===== config.mk =====
export PLATFORM = sky130hd
export DESIGN_NAME = multi_cycle_control_flat
export DESIGN_NICKNAME = d
export VERILOG_FILES = /design/src/rtl/mc_pkg.sv /design/src/rtl/multi_cycle_control_if.sv /design/src/rtl/mc_output_decode.sv /design/src/rtl/multi_cycle_control.sv /design/src/flat_wrapper.sv
export SDC_FILE = /design/constraint.sdc
export NUM_CORES = 1
export LEC_CHECK = 0
export BUFFER_PORTS_ARGS = -buffer_cell sky130_fd_sc_hd__buf_2
export CORE_ASPECT_RATIO = 1.2
export CORE_MARGIN = 2
export CORE_UTILIZATION = 36
export CTS_BUF_LIST = sky130_fd_sc_hd__clkbuf_8
export DETAILED_ROUTE_END_ITERATION = 12
export HOLD_SLACK_MARGIN = 0.03
export MAX_ROUTING_LAYER = met4
export PLACE_DENSITY = 0.73
export SLEW_MARGIN = 20
export SYNTH_ARGS = -nofsm -noshare
export SYNTH_HDL_FRONTEND = slang
export SYNTH_SLANG_ARGS = --single-unit

===== constraint.sdc =====
create_clock -name clk -period 2.07 [get_ports clk]
set_input_delay 0.414 -clock clk [delete_from_list [all_inputs] [get_ports clk]]
set_output_delay 0.414 -clock clk [all_outputs]
set_load 0.03 [all_outputs]

===== src/rtl/mc_pkg.sv =====
// Shared types and encodings for the multi-cycle MIPS sequencing controller.
// Holds the state enum, opcode constants, mux-select encodings and the control bundle.
package mc_pkg;

    typedef enum logic [3:0] {
        S_FETCH    = 4'd0,
        S_DECODE   = 4'd1,
        S_MEM_ADDR = 4'd2,
        S_MEM_RD   = 4'd3,
        S_MEM_WB   = 4'd4,
        S_MEM_WR   = 4'd5,
        S_R_EXEC   = 4'd6,
        S_R_WB     = 4'd7,
        S_BRANCH   = 4'd8,
        S_JUMP     = 4'd9,
        S_IMM_EXEC = 4'd10,
        S_IMM_WB   = 4'd11
    } state_t;

    localparam logic [5:0] OP_R   = 6'b000000;
    localparam logic [5:0] OP_LW  = 6'b100011;
    localparam logic [5:0] OP_SW  = 6'b101011;
    localparam logic [5:0] OP_BEQ = 6'b000100;
    localparam logic [5:0] OP_J   = 6'b000010;
    localparam logic [5:0] OP_LUI = 6'b001111;
    localparam logic [5:0] OP_ORI = 6'b001101;

    localparam logic [1:0] ASB_REG    = 2'b00;
    localparam logic [1:0] ASB_FOUR   = 2'b01;
    localparam logic [1:0] ASB_IMM    = 2'b10;
    localparam logic [1:0] ASB_IMM_SH = 2'b11;

    localparam logic [1:0] ALU_ADD   = 2'b00;
    localparam logic [1:0] ALU_SUB   = 2'b01;
    localparam logic [1:0] ALU_FUNCT = 2'b10;
    localparam logic [1:0] ALU_IMM   = 2'b11;

    localparam logic [1:0] PCS_ALU    = 2'b00;
    localparam logic [1:0] PCS_ALUOUT = 2'b01;
    localparam logic [1:0] PCS_JUMP   = 2'b10;

    typedef struct packed {
        logic       pc_write;
        logic       pc_write_cond;
        logic       i_or_d;
        logic       mem_read;
        logic       mem_write;
        logic       ir_write;
        logic       reg_dst;
        logic       mem_to_reg;
        logic       reg_write;
        logic       alu_src_a;
        logic [1:0] alu_src_b;
        logic       zero_ext;
        logic [1:0] alu_op;
        logic [1:0] pc_source;
        logic       illegal_op;
    } ctrl_t;

    function automatic logic is_legal(input logic [5:0] op);
        return (op == OP_R)   || (op == OP_LW)  || (op == OP_SW) ||
               (op == OP_BEQ) || (op == OP_J)   ||
               (op == OP_LUI) || (op == OP_ORI);
    endfunction

endpackage


===== src/rtl/multi_cycle_control_if.sv =====
// Controller <-> datapath bundle: decoded instruction fields and memory handshake in,
// mux selects, enables and debug observability out.
interface multi_cycle_control_if #(
    parameter int CNT_W = 32
);
    logic [5:0]       opcode;
    logic             zero;
    logic             mem_ready;
    logic             pc_write;
    logic             pc_write_cond;
    logic             i_or_d;
    logic             mem_read;
    logic             mem_write;
    logic             ir_write;
    logic             reg_dst;
    logic             mem_to_reg;
    logic             reg_write;
    logic             alu_src_a;
    logic [1:0]       alu_src_b;
    logic             zero_ext;
    logic [1:0]       alu_op;
    logic [1:0]       pc_source;
    logic             illegal_op;
    logic [3:0]       state;
    logic [CNT_W-1:0] retired;

    modport master (
        input  opcode, zero, mem_ready,
        output pc_write, pc_write_cond, i_or_d, mem_read, mem_write, ir_write,
               reg_dst, mem_to_reg, reg_write, alu_src_a, alu_src_b, zero_ext,
               alu_op, pc_source, illegal_op, state, retired
    );

    modport slave (
        output opcode, zero, mem_ready,
        input  pc_write, pc_write_cond, i_or_d, mem_read, mem_write, ir_write,
               reg_dst, mem_to_reg, reg_write, alu_src_a, alu_src_b, zero_ext,
               alu_op, pc_source, illegal_op, state, retired
    );
endinterface


===== src/rtl/mc_output_decode.sv =====
// Combinational control decode: state (plus opcode and mem_ready where needed)
// to every datapath select and enable.
module mc_output_decode
    import mc_pkg::*;
(
    input  state_t     state,
    input  logic [5:0] opcode,
    input  logic       mem_ready,
    output ctrl_t      ctrl
);

    always_comb begin
        ctrl = '0;
        case (state)
            S_FETCH: begin
                ctrl.mem_read  = 1'b1;
                ctrl.alu_src_b = ASB_FOUR;
                ctrl.alu_op    = ALU_ADD;
                ctrl.pc_source = PCS_ALU;
                // IR and PC only load once memory actually returns the word
                ctrl.ir_write  = mem_ready;
                ctrl.pc_write  = mem_ready;
            end
            S_DECODE: begin
                ctrl.alu_src_b  = ASB_IMM_SH;
                ctrl.alu_op     = ALU_ADD;
                ctrl.illegal_op = !is_legal(opcode);
            end
            S_MEM_ADDR: begin
                ctrl.alu_src_a = 1'b1;
                ctrl.alu_src_b = ASB_IMM;
                ctrl.alu_op    = ALU_ADD;
            end
            S_MEM_RD: begin
                ctrl.i_or_d   = 1'b1;
                ctrl.mem_read = 1'b1;
            end
            S_MEM_WB: begin
                ctrl.mem_to_reg = 1'b1;
                ctrl.reg_write  = 1'b1;
            end
            S_MEM_WR: begin
                ctrl.i_or_d    = 1'b1;
                ctrl.mem_write = 1'b1;
            end
            S_R_EXEC: begin
                ctrl.alu_src_a = 1'b1;
                ctrl.alu_src_b = ASB_REG;
                ctrl.alu_op    = ALU_FUNCT;
            end
            S_R_WB: begin
                ctrl.reg_dst   = 1'b1;
                ctrl.reg_write = 1'b1;
            end
            S_BRANCH: begin
                ctrl.alu_src_a     = 1'b1;
                ctrl.alu_src_b     = ASB_REG;
                ctrl.alu_op        = ALU_SUB;
                ctrl.pc_write_cond = 1'b1;
                ctrl.pc_source     = PCS_ALUOUT;
            end
            S_JUMP: begin
                ctrl.pc_write  = 1'b1;
                ctrl.pc_source = PCS_JUMP;
            end
            S_IMM_EXEC: begin
                ctrl.alu_src_a = 1'b1;
                ctrl.alu_src_b = ASB_IMM;
                ctrl.alu_op    = ALU_IMM;
                ctrl.zero_ext  = (opcode == OP_ORI);
            end
            S_IMM_WB: begin
                ctrl.reg_write = 1'b1;
            end
            default: ctrl = '0;
        endcase
    end

endmodule


===== src/rtl/multi_cycle_control.sv =====
// Multi-cycle MIPS sequencer: next-state logic, state register and the
// retired-instruction counter; output decode lives in mc_output_decode.
module multi_cycle_control
    import mc_pkg::*;
#(
    parameter int CNT_W = 32
) (
    input  logic                 clk,
    input  logic                 rst,
    multi_cycle_control_if.master bus
);

    state_t           state_reg;
    state_t           state_next;
    logic [CNT_W-1:0] retired_reg;
    logic             retire;
    ctrl_t            ctrl;

    always_ff @(posedge clk) begin
        if (rst) begin
            state_reg   <= S_FETCH;
            retired_reg <= '0;
        end else begin
            state_reg <= state_next;
            if (retire) begin
                retired_reg <= retired_reg + 1'b1;
            end
        end
    end

    always_comb begin
        state_next = S_FETCH;
        retire     = 1'b0;
        case (state_reg)
            S_FETCH:  state_next = bus.mem_ready ? S_DECODE : S_FETCH;
            S_DECODE: begin
                case (bus.opcode)
                    OP_R:           state_next = S_R_EXEC;
                    OP_LW, OP_SW:   state_next = S_MEM_ADDR;
                    OP_BEQ:         state_next = S_BRANCH;
                    OP_J:           state_next = S_JUMP;
                    OP_LUI, OP_ORI: state_next = S_IMM_EXEC;
                    default:        state_next = S_FETCH;
                endcase
            end
            S_MEM_ADDR: state_next = (bus.opcode == OP_LW) ? S_MEM_RD : S_MEM_WR;
            S_MEM_RD:   state_next = bus.mem_ready ? S_MEM_WB : S_MEM_RD;
            S_MEM_WR: begin
                state_next = bus.mem_ready ? S_FETCH : S_MEM_WR;
                retire     = bus.mem_ready;
            end
            S_R_EXEC:   state_next = S_R_WB;
            S_IMM_EXEC: state_next = S_IMM_WB;
            // Every last-step state returns to FETCH and completes an instruction
            S_MEM_WB, S_R_WB, S_BRANCH, S_JUMP, S_IMM_WB: begin
                state_next = S_FETCH;
                retire     = 1'b1;
            end
            default:    state_next = S_FETCH;
        endcase
    end

    mc_output_decode u_output_decode (
        .state     (state_reg),
        .opcode    (bus.opcode),
        .mem_ready (bus.mem_ready),
        .ctrl      (ctrl)
    );

    assign bus.pc_write      = ctrl.pc_write;
    assign bus.pc_write_cond = ctrl.pc_write_cond;
    assign bus.i_or_d        = ctrl.i_or_d;
    assign bus.mem_read      = ctrl.mem_read;
    assign bus.mem_write     = ctrl.mem_write;
    assign bus.ir_write      = ctrl.ir_write;
    assign bus.reg_dst       = ctrl.reg_dst;
    assign bus.mem_to_reg    = ctrl.mem_to_reg;
    assign bus.reg_write     = ctrl.reg_write;
    assign bus.alu_src_a     = ctrl.alu_src_a;
    assign bus.alu_src_b     = ctrl.alu_src_b;
    assign bus.zero_ext      = ctrl.zero_ext;
    assign bus.alu_op        = ctrl.alu_op;
    assign bus.pc_source     = ctrl.pc_source;
    assign bus.illegal_op    = ctrl.illegal_op;
    assign bus.state         = state_reg;
    assign bus.retired       = retired_reg;

endmodule


===== src/flat_wrapper.sv =====
// flat-port wrapper written by rule: the top's interface ports become plain ports
module multi_cycle_control_flat import mc_pkg::*;
#(
    parameter int CNT_W = 32
)
  (clk, rst, bus_opcode, bus_zero, bus_mem_ready, bus_pc_write, bus_pc_write_cond, bus_i_or_d, bus_mem_read, bus_mem_write, bus_ir_write, bus_reg_dst, bus_mem_to_reg, bus_reg_write, bus_alu_src_a, bus_alu_src_b, bus_zero_ext, bus_alu_op, bus_pc_source, bus_illegal_op, bus_state, bus_retired);
  multi_cycle_control_if #(.CNT_W(CNT_W)) bus_i ();
  input  logic clk;
  input  logic rst;
  input wire logic [$bits(bus_i.opcode)-1:0] bus_opcode;
  input wire logic [$bits(bus_i.zero)-1:0] bus_zero;
  input wire logic [$bits(bus_i.mem_ready)-1:0] bus_mem_ready;
  output wire logic [$bits(bus_i.pc_write)-1:0] bus_pc_write;
  output wire logic [$bits(bus_i.pc_write_cond)-1:0] bus_pc_write_cond;
  output wire logic [$bits(bus_i.i_or_d)-1:0] bus_i_or_d;
  output wire logic [$bits(bus_i.mem_read)-1:0] bus_mem_read;
  output wire logic [$bits(bus_i.mem_write)-1:0] bus_mem_write;
  output wire logic [$bits(bus_i.ir_write)-1:0] bus_ir_write;
  output wire logic [$bits(bus_i.reg_dst)-1:0] bus_reg_dst;
  output wire logic [$bits(bus_i.mem_to_reg)-1:0] bus_mem_to_reg;
  output wire logic [$bits(bus_i.reg_write)-1:0] bus_reg_write;
  output wire logic [$bits(bus_i.alu_src_a)-1:0] bus_alu_src_a;
  output wire logic [$bits(bus_i.alu_src_b)-1:0] bus_alu_src_b;
  output wire logic [$bits(bus_i.zero_ext)-1:0] bus_zero_ext;
  output wire logic [$bits(bus_i.alu_op)-1:0] bus_alu_op;
  output wire logic [$bits(bus_i.pc_source)-1:0] bus_pc_source;
  output wire logic [$bits(bus_i.illegal_op)-1:0] bus_illegal_op;
  output wire logic [$bits(bus_i.state)-1:0] bus_state;
  output wire logic [$bits(bus_i.retired)-1:0] bus_retired;
  assign bus_i.opcode = bus_opcode;
  assign bus_i.zero = bus_zero;
  assign bus_i.mem_ready = bus_mem_ready;
  assign bus_pc_write = bus_i.pc_write;
  assign bus_pc_write_cond = bus_i.pc_write_cond;
  assign bus_i_or_d = bus_i.i_or_d;
  assign bus_mem_read = bus_i.mem_read;
  assign bus_mem_write = bus_i.mem_write;
  assign bus_ir_write = bus_i.ir_write;
  assign bus_reg_dst = bus_i.reg_dst;
  assign bus_mem_to_reg = bus_i.mem_to_reg;
  assign bus_reg_write = bus_i.reg_write;
  assign bus_alu_src_a = bus_i.alu_src_a;
  assign bus_alu_src_b = bus_i.alu_src_b;
  assign bus_zero_ext = bus_i.zero_ext;
  assign bus_alu_op = bus_i.alu_op;
  assign bus_pc_source = bus_i.pc_source;
  assign bus_illegal_op = bus_i.illegal_op;
  assign bus_state = bus_i.state;
  assign bus_retired = bus_i.retired;
  multi_cycle_control #(.CNT_W(CNT_W)) u_core (.clk(clk), .rst(rst), .bus(bus_i));
endmodule

# Word-level counts from Yosys, hierarchy flattened
# Index checks and enable logic that the tools add are counted.
# op_classes
addsub	1
reduce_logical	17
n_mux	22
eq_ne	17
# ops
operator	count
adder 32 x 1 -> 32 bit, second input constant	1
case mux 4 bit (7 select lines)	1
case mux 4 bit (5 select lines)	1
equality test 4 x 3 -> 1 bit, second input constant	4
equality test 4 bit, second input constant	4
equality test 6 x 4 -> 1 bit, second input constant	2
equality test 6 bit, second input constant	2
two-way mux 1 bit	12
case mux 2 bit (3 select lines)	2
OR reduction 2 bit	5
two-way mux 3 bit	3
equality test 4 x 2 -> 1 bit, second input constant	2
equality test 6 x 2 -> 1 bit, second input constant	1
equality test 6 x 3 -> 1 bit, second input constant	1
zero test 6 bit	1
logical OR 1 bit	6
OR reduction 5 bit	1
equality test 4 x 1 -> 1 bit, second input constant	1
zero test 4 bit	1
case mux 1 bit (2 select lines)	2
case mux 2 bit (2 select lines)	1
OR reduction 4 bit	1
OR reduction 3 bit	1
zero test 1 bit	1
# word_totals
wordCells	59
out_inout_bits	54
regBits	36
in_bits	10

# Logic depth before layout (Yosys ltp)
# depth
ltp_word	9
mapped_depth	8
mapped_depth_nobuf	5

# Hierarchy
# From an unflattened synthesis, not the netlist that was laid out.
# unflattened
hier_cells	284
hier_area_um2	2212.1
# by_module_without_submodules
mod	n_inst	area_each_um2	cells_each	seq_area_each_um2
multi_cycle_control	1	1949.4	241	720.7
mc_output_decode	1	262.8	43	0.0

# Worst setup path after synthesis
# No wires, ideal clock.
# synth_timing
path_kind	flip-flop to output port
startpoint	reg u_core.state_reg[3], in the netlist u_core.bus.state[3]
endpoint	out bus_reg_write
arrival_ns	1.975
n_path_buf	1
setup_slack_ns	-0.319
path_stages_with_launch	5
t_required_ns	1.656
cell_sequence	dfxtp_1 -> clkbuf_1 -> nand2b_1 -> nor3_1 -> o21bai_1
# synth_via
elab_chain_len	3
elab_cells_between_ends	5
classes_between	eq/ne (3); mux (1); reduce/logical (1)
# synth_lines
element	line_no	source
start, declared	multi_cycle_control.sv:13	state_t state_reg;
start signal, assigned	multi_cycle_control.sv:24	state_reg <= state_next;
equality test 4 x 3 -> 1 bit / equality test 4 bit (equally long branches)	mc_output_decode.sv:14	case (state)
OR reduction 3 bit (no line) *	n/a	
two-way mux 1 bit *	mc_output_decode.sv:14	
end, declared	flat_wrapper.sv:21	output wire logic [$bits(bus_i.reg_write)-1:0] bus_reg_write;
# Mark *: on every way between the ends. The rest lies on a longest branch, timed or not.

# Worst setup path in the final report
# layout_timing
startpoint	reg u_core.state_reg[2], in the netlist u_core.bus.state[2]
endpoint	reg u_core.retired_reg[21], in the netlist u_core.bus.retired[21]
# layout_via
elab_chain_len	3
elab_cells_between_ends	8
classes_between	eq/ne (6); mux (1); reduce/logical (1)
# layout_lines
element	line_no	source
equality test 4 x 3 -> 1 bit / equality test 4 bit (equally long branches)	multi_cycle_control.sv:34	case (state_reg)
OR reduction 5 bit	multi_cycle_control.sv:34	
case mux 1 bit (2 select lines) *	multi_cycle_control.sv:34	
end signal, assigned	multi_cycle_control.sv:26	retired_reg <= retired_reg + 1'b1;
end, declared	multi_cycle_control.sv:15	logic [CNT_W-1:0] retired_reg;
# Marked as above.
# A chain may end at the register's enable or synchronous reset.

==> metrics.md <==
| Metric | Value |
|---|---|
| Outcome | complete, but fails checks |
| Violations in the final reports | negative setup slack |
| Met3 capacity usage during global routing | 0.0407 |
| Maximum achievable frequency | 480 MHz |
| Total die area | 6290 um2 |
| Slew HR | 0.720 |
| Worst-case setup margin in the final layout | -0.0118 ns |
| Number of unique standard cell types used by synthesis | 42 |
| CTS tree | yes |
| Effective utilization at floorplan | 0.368 |
| Met2 Resource Use GR | 0.308 |
| Count of port buffers added during placement | 62 |
| Final hold violations | 0 |
| Total track usage | 0.175 |
| Category of the critical setup timing path | reg2reg |
| Total length of routed wires | 5290 um |
| Post-synthesis instance area | 2040 um2 |
| Transition at the pin with the smallest max-transition slack | 0.414 ns |
| Share of post-route cells with drive strength above 1 | 0.421 |
| Source-to-sink clock delay at the later pin of the worst-skew pair | 0.29 ns |
| CORE AREA | 5560 um2 |
| Routability cong. | 0.782 |
| Antenna violations before repair | 0 |
| Kind of launch point of the worst setup path | register |
| Routed vias/inst | 5.29 |
| IR drop worst, VDD | 0.501 mV |
| Vias in the first global route | 2,022 |
| Syn avg cell area | 7.79 um2 |
| Final design area excluding fillers | 2840 um2 |
| Diodes inserted | 0 |
| Post-Syn Instances | 262 |
| Post-synth EDFFs | 0 |
| Largest driver fanout on the critical path | 4 |
| Number of nets produced by synthesis | 273 |
| Busiest metal layer after global routing | met2 |
| Fraction of registers with async set or reset after synthesis | 0 |
| Final-report max-slew violation count | 0 |
| Hold buffer count at cts | 0 |
| Post-synthesis sequential element count | 36 |
| Arrival @ worst endpoint | 2.29 ns |
| Library cell used as clock root buffer | clkbuf_8 |
| Clock slew at the register clock pins of the worst setup and hold paths | 0.06 ns |
| DR DRC count | 0 |
| Hold depth | 2 |
| Path type of the worst min-delay path | in2reg |
| Final cycle utilization of the critical path | 1.01 |
| Clock buffer count from CTS | 5 |
| Worst setup slack before clock tree synthesis | -0.0671 ns |
| Instance area at placement | 2690 um2 |
| Net count of the finished layout | 359 |
| Unrepaired setup endpoints after global routing | yes |
| Clock sink count | 36 |
| Met1 GRT Util | 0.195 |
| Wire length per cell after detailed routing | 12.8 um |
| Share of the core filled with cells in the final layout | 0.511 |
| Flip-flop cell with the highest count after synthesis | dfxtp_1 |
| Height of the chip | 86.5 um |
| Pin count of the biggest net entering global routing | 32 |
| Cell leakage power | 0.00116 uW |
| Post-Route Skew | 0.00947 ns |
| Routed Antenna Nets | 0 |
| Setup violation total in the final timing report | 1 |
| Maxcap violations | 0 |
| Die extent in x | 72.8 um |
| Global-route wire length before repair | 8730 um |
| Setup Total Neg Slack | -0.0118 ns |
| Endpoint kind of the worst setup timing path | register |
| Depth of the CTS H-tree | 2 |
| Number of ports placed on the die boundary | 64 |
| Total iterations of the first detailed-routing run | 4 |
| Register-to-Register Path Depth | 5 |
| Row cnt | 30 |
| Starting DRC count in detailed routing | 66 |
| Worst Path Required | 2.28 ns |
| Area Overhead vs Synth | 39.0% |
| Sequential area share after synthesis | 0.353 |
| Post-route total power | 1290 uW |
| Max Buffers Root-to-Sink | 2 |
| Power per cell area | 454 nW/um2 |
| Minimum clock period | 2.08 ns |
| GRT Residual Overflow | 0 |
| Post-DP HPWL | 3990 um |
| Number of flip-flops under the largest register name | 32 |
| Number of vias in the routed layout | 2,186 |
| Number of warnings reported in the yosys synthesis log | 0 |
-- cell type report --
type / count / area [um2]
clock buffers: 6 / 82.6
clock inverters: 2 / 7.51
fillers: 532 / 2720
inverters: 6 / 22.5
multi-input cells: 205 / 1310
flip-flops and latches: 36 / 777
well taps: 64 / 80.1
repair buffers: 94 / 561
-- worst max-delay path: stages, from the launching register on --
cell and delay (ns):
dfxtp_4 0.35, and2_4 0.15, or4_4 0.52, or4b_4 0.52
or3_4 0.34, a21oi_2 0.12
-- routing by layer --
metal  share of wire  up-vias
li1                -     1108
met1            0.42     1013
met2            0.51       58
met3           0.056        7
met4           0.012        0
met5               0        -
-- report_power, final --
part / leakage (uW) / switching [uW] / internal [uW]
clock network: 0.0000538 / 233 / 261
logic: 0.000805 / 71.1 / 40.8
registers: 0.000305 / 2.08 / 681
total: 0.00116 / 306 / 983
-- timing repair --
action	CTS	global route
buffers inserted	0	1
setup endpoints to repair	3	9
gates resized for setup	2	13
pin swaps	1	4
-- layout by cell type, fill, tap and decap left out, drive strengths merged, types with 6 or more instances in the layout --
| cell type | netlist | layout |
|---|---|---|
| inv | 6 | 8 |
| nand3 | 12 | 12 |
| nand2 | 17 | 17 |
| clkbuf | 10 | 6 |
| nand4 | 10 | 10 |
| or3 | 7 | 7 |
| nor4 | 9 | 9 |
| xor2 | 6 | 6 |
| xnor2 | 17 | 17 |
| buf | 5 | 94 |
| nor3 | 18 | 18 |
| dfxtp | 36 | 36 |
| or4 | 7 | 7 |
| nor2 | 35 | 35 |
| a21oi | 16 | 16 |
-- through the flow --
| stage | instances | hold slack (ns) |
|---|---|---|
| finish | 413 | 0.350 |
| CTS | 412 | 0.344 |
| global route | 413 | 0.347 |
| global placement | 404 | 0.477 |
| detailed placement | 404 | 0.474 |
| floorplan | 262 | 0.527 |
-- cells by family after synthesis --
logic type / after synthesis / synth area share
AO/OA/AOI/OAI: 33 / 0.0950
adder cells (fa/ha/maj): 1 / 0.00613
flip-flops: 36 / 0.353
XOR/XNOR: 23 / 0.0987
buffers and inverters: 21 / 0.0435
multiplexers: 1 / 0.00551
AND/OR/NAND/NOR: 147 / 0.398
-- worst paths after layout --
check	slack, ns	endpoint	start
setup reg to reg	-0.01	u_core.bus.retired[21]	u_core.bus.state[2]
setup / recovery	-0.01	u_core.bus.retired[21]	u_core.bus.state[2]
hold reg to reg	0.49	u_core.bus.retired[31]	u_core.bus.retired[31]
hold / removal	0.35	u_core.bus.state[3]	rst
-- synth_stat cells, types with 6 or more instances --
master,n,area [um2]
or3_1,7,43.8
nand4_1,9,56.3
nor3_1,18,90.1
xnor2_1,17,149
xor2_1,6,52.6
clkbuf_1,10,37.5
inv_1,6,22.5
a21oi_1,16,80.1
nor2_1,34,128
nand2_1,17,63.8
or4_1,6,45.0
nand3_1,12,60.1
dfxtp_1,36,721
nor4_1,8,50.1
Power figures use the tool's default switching activity.
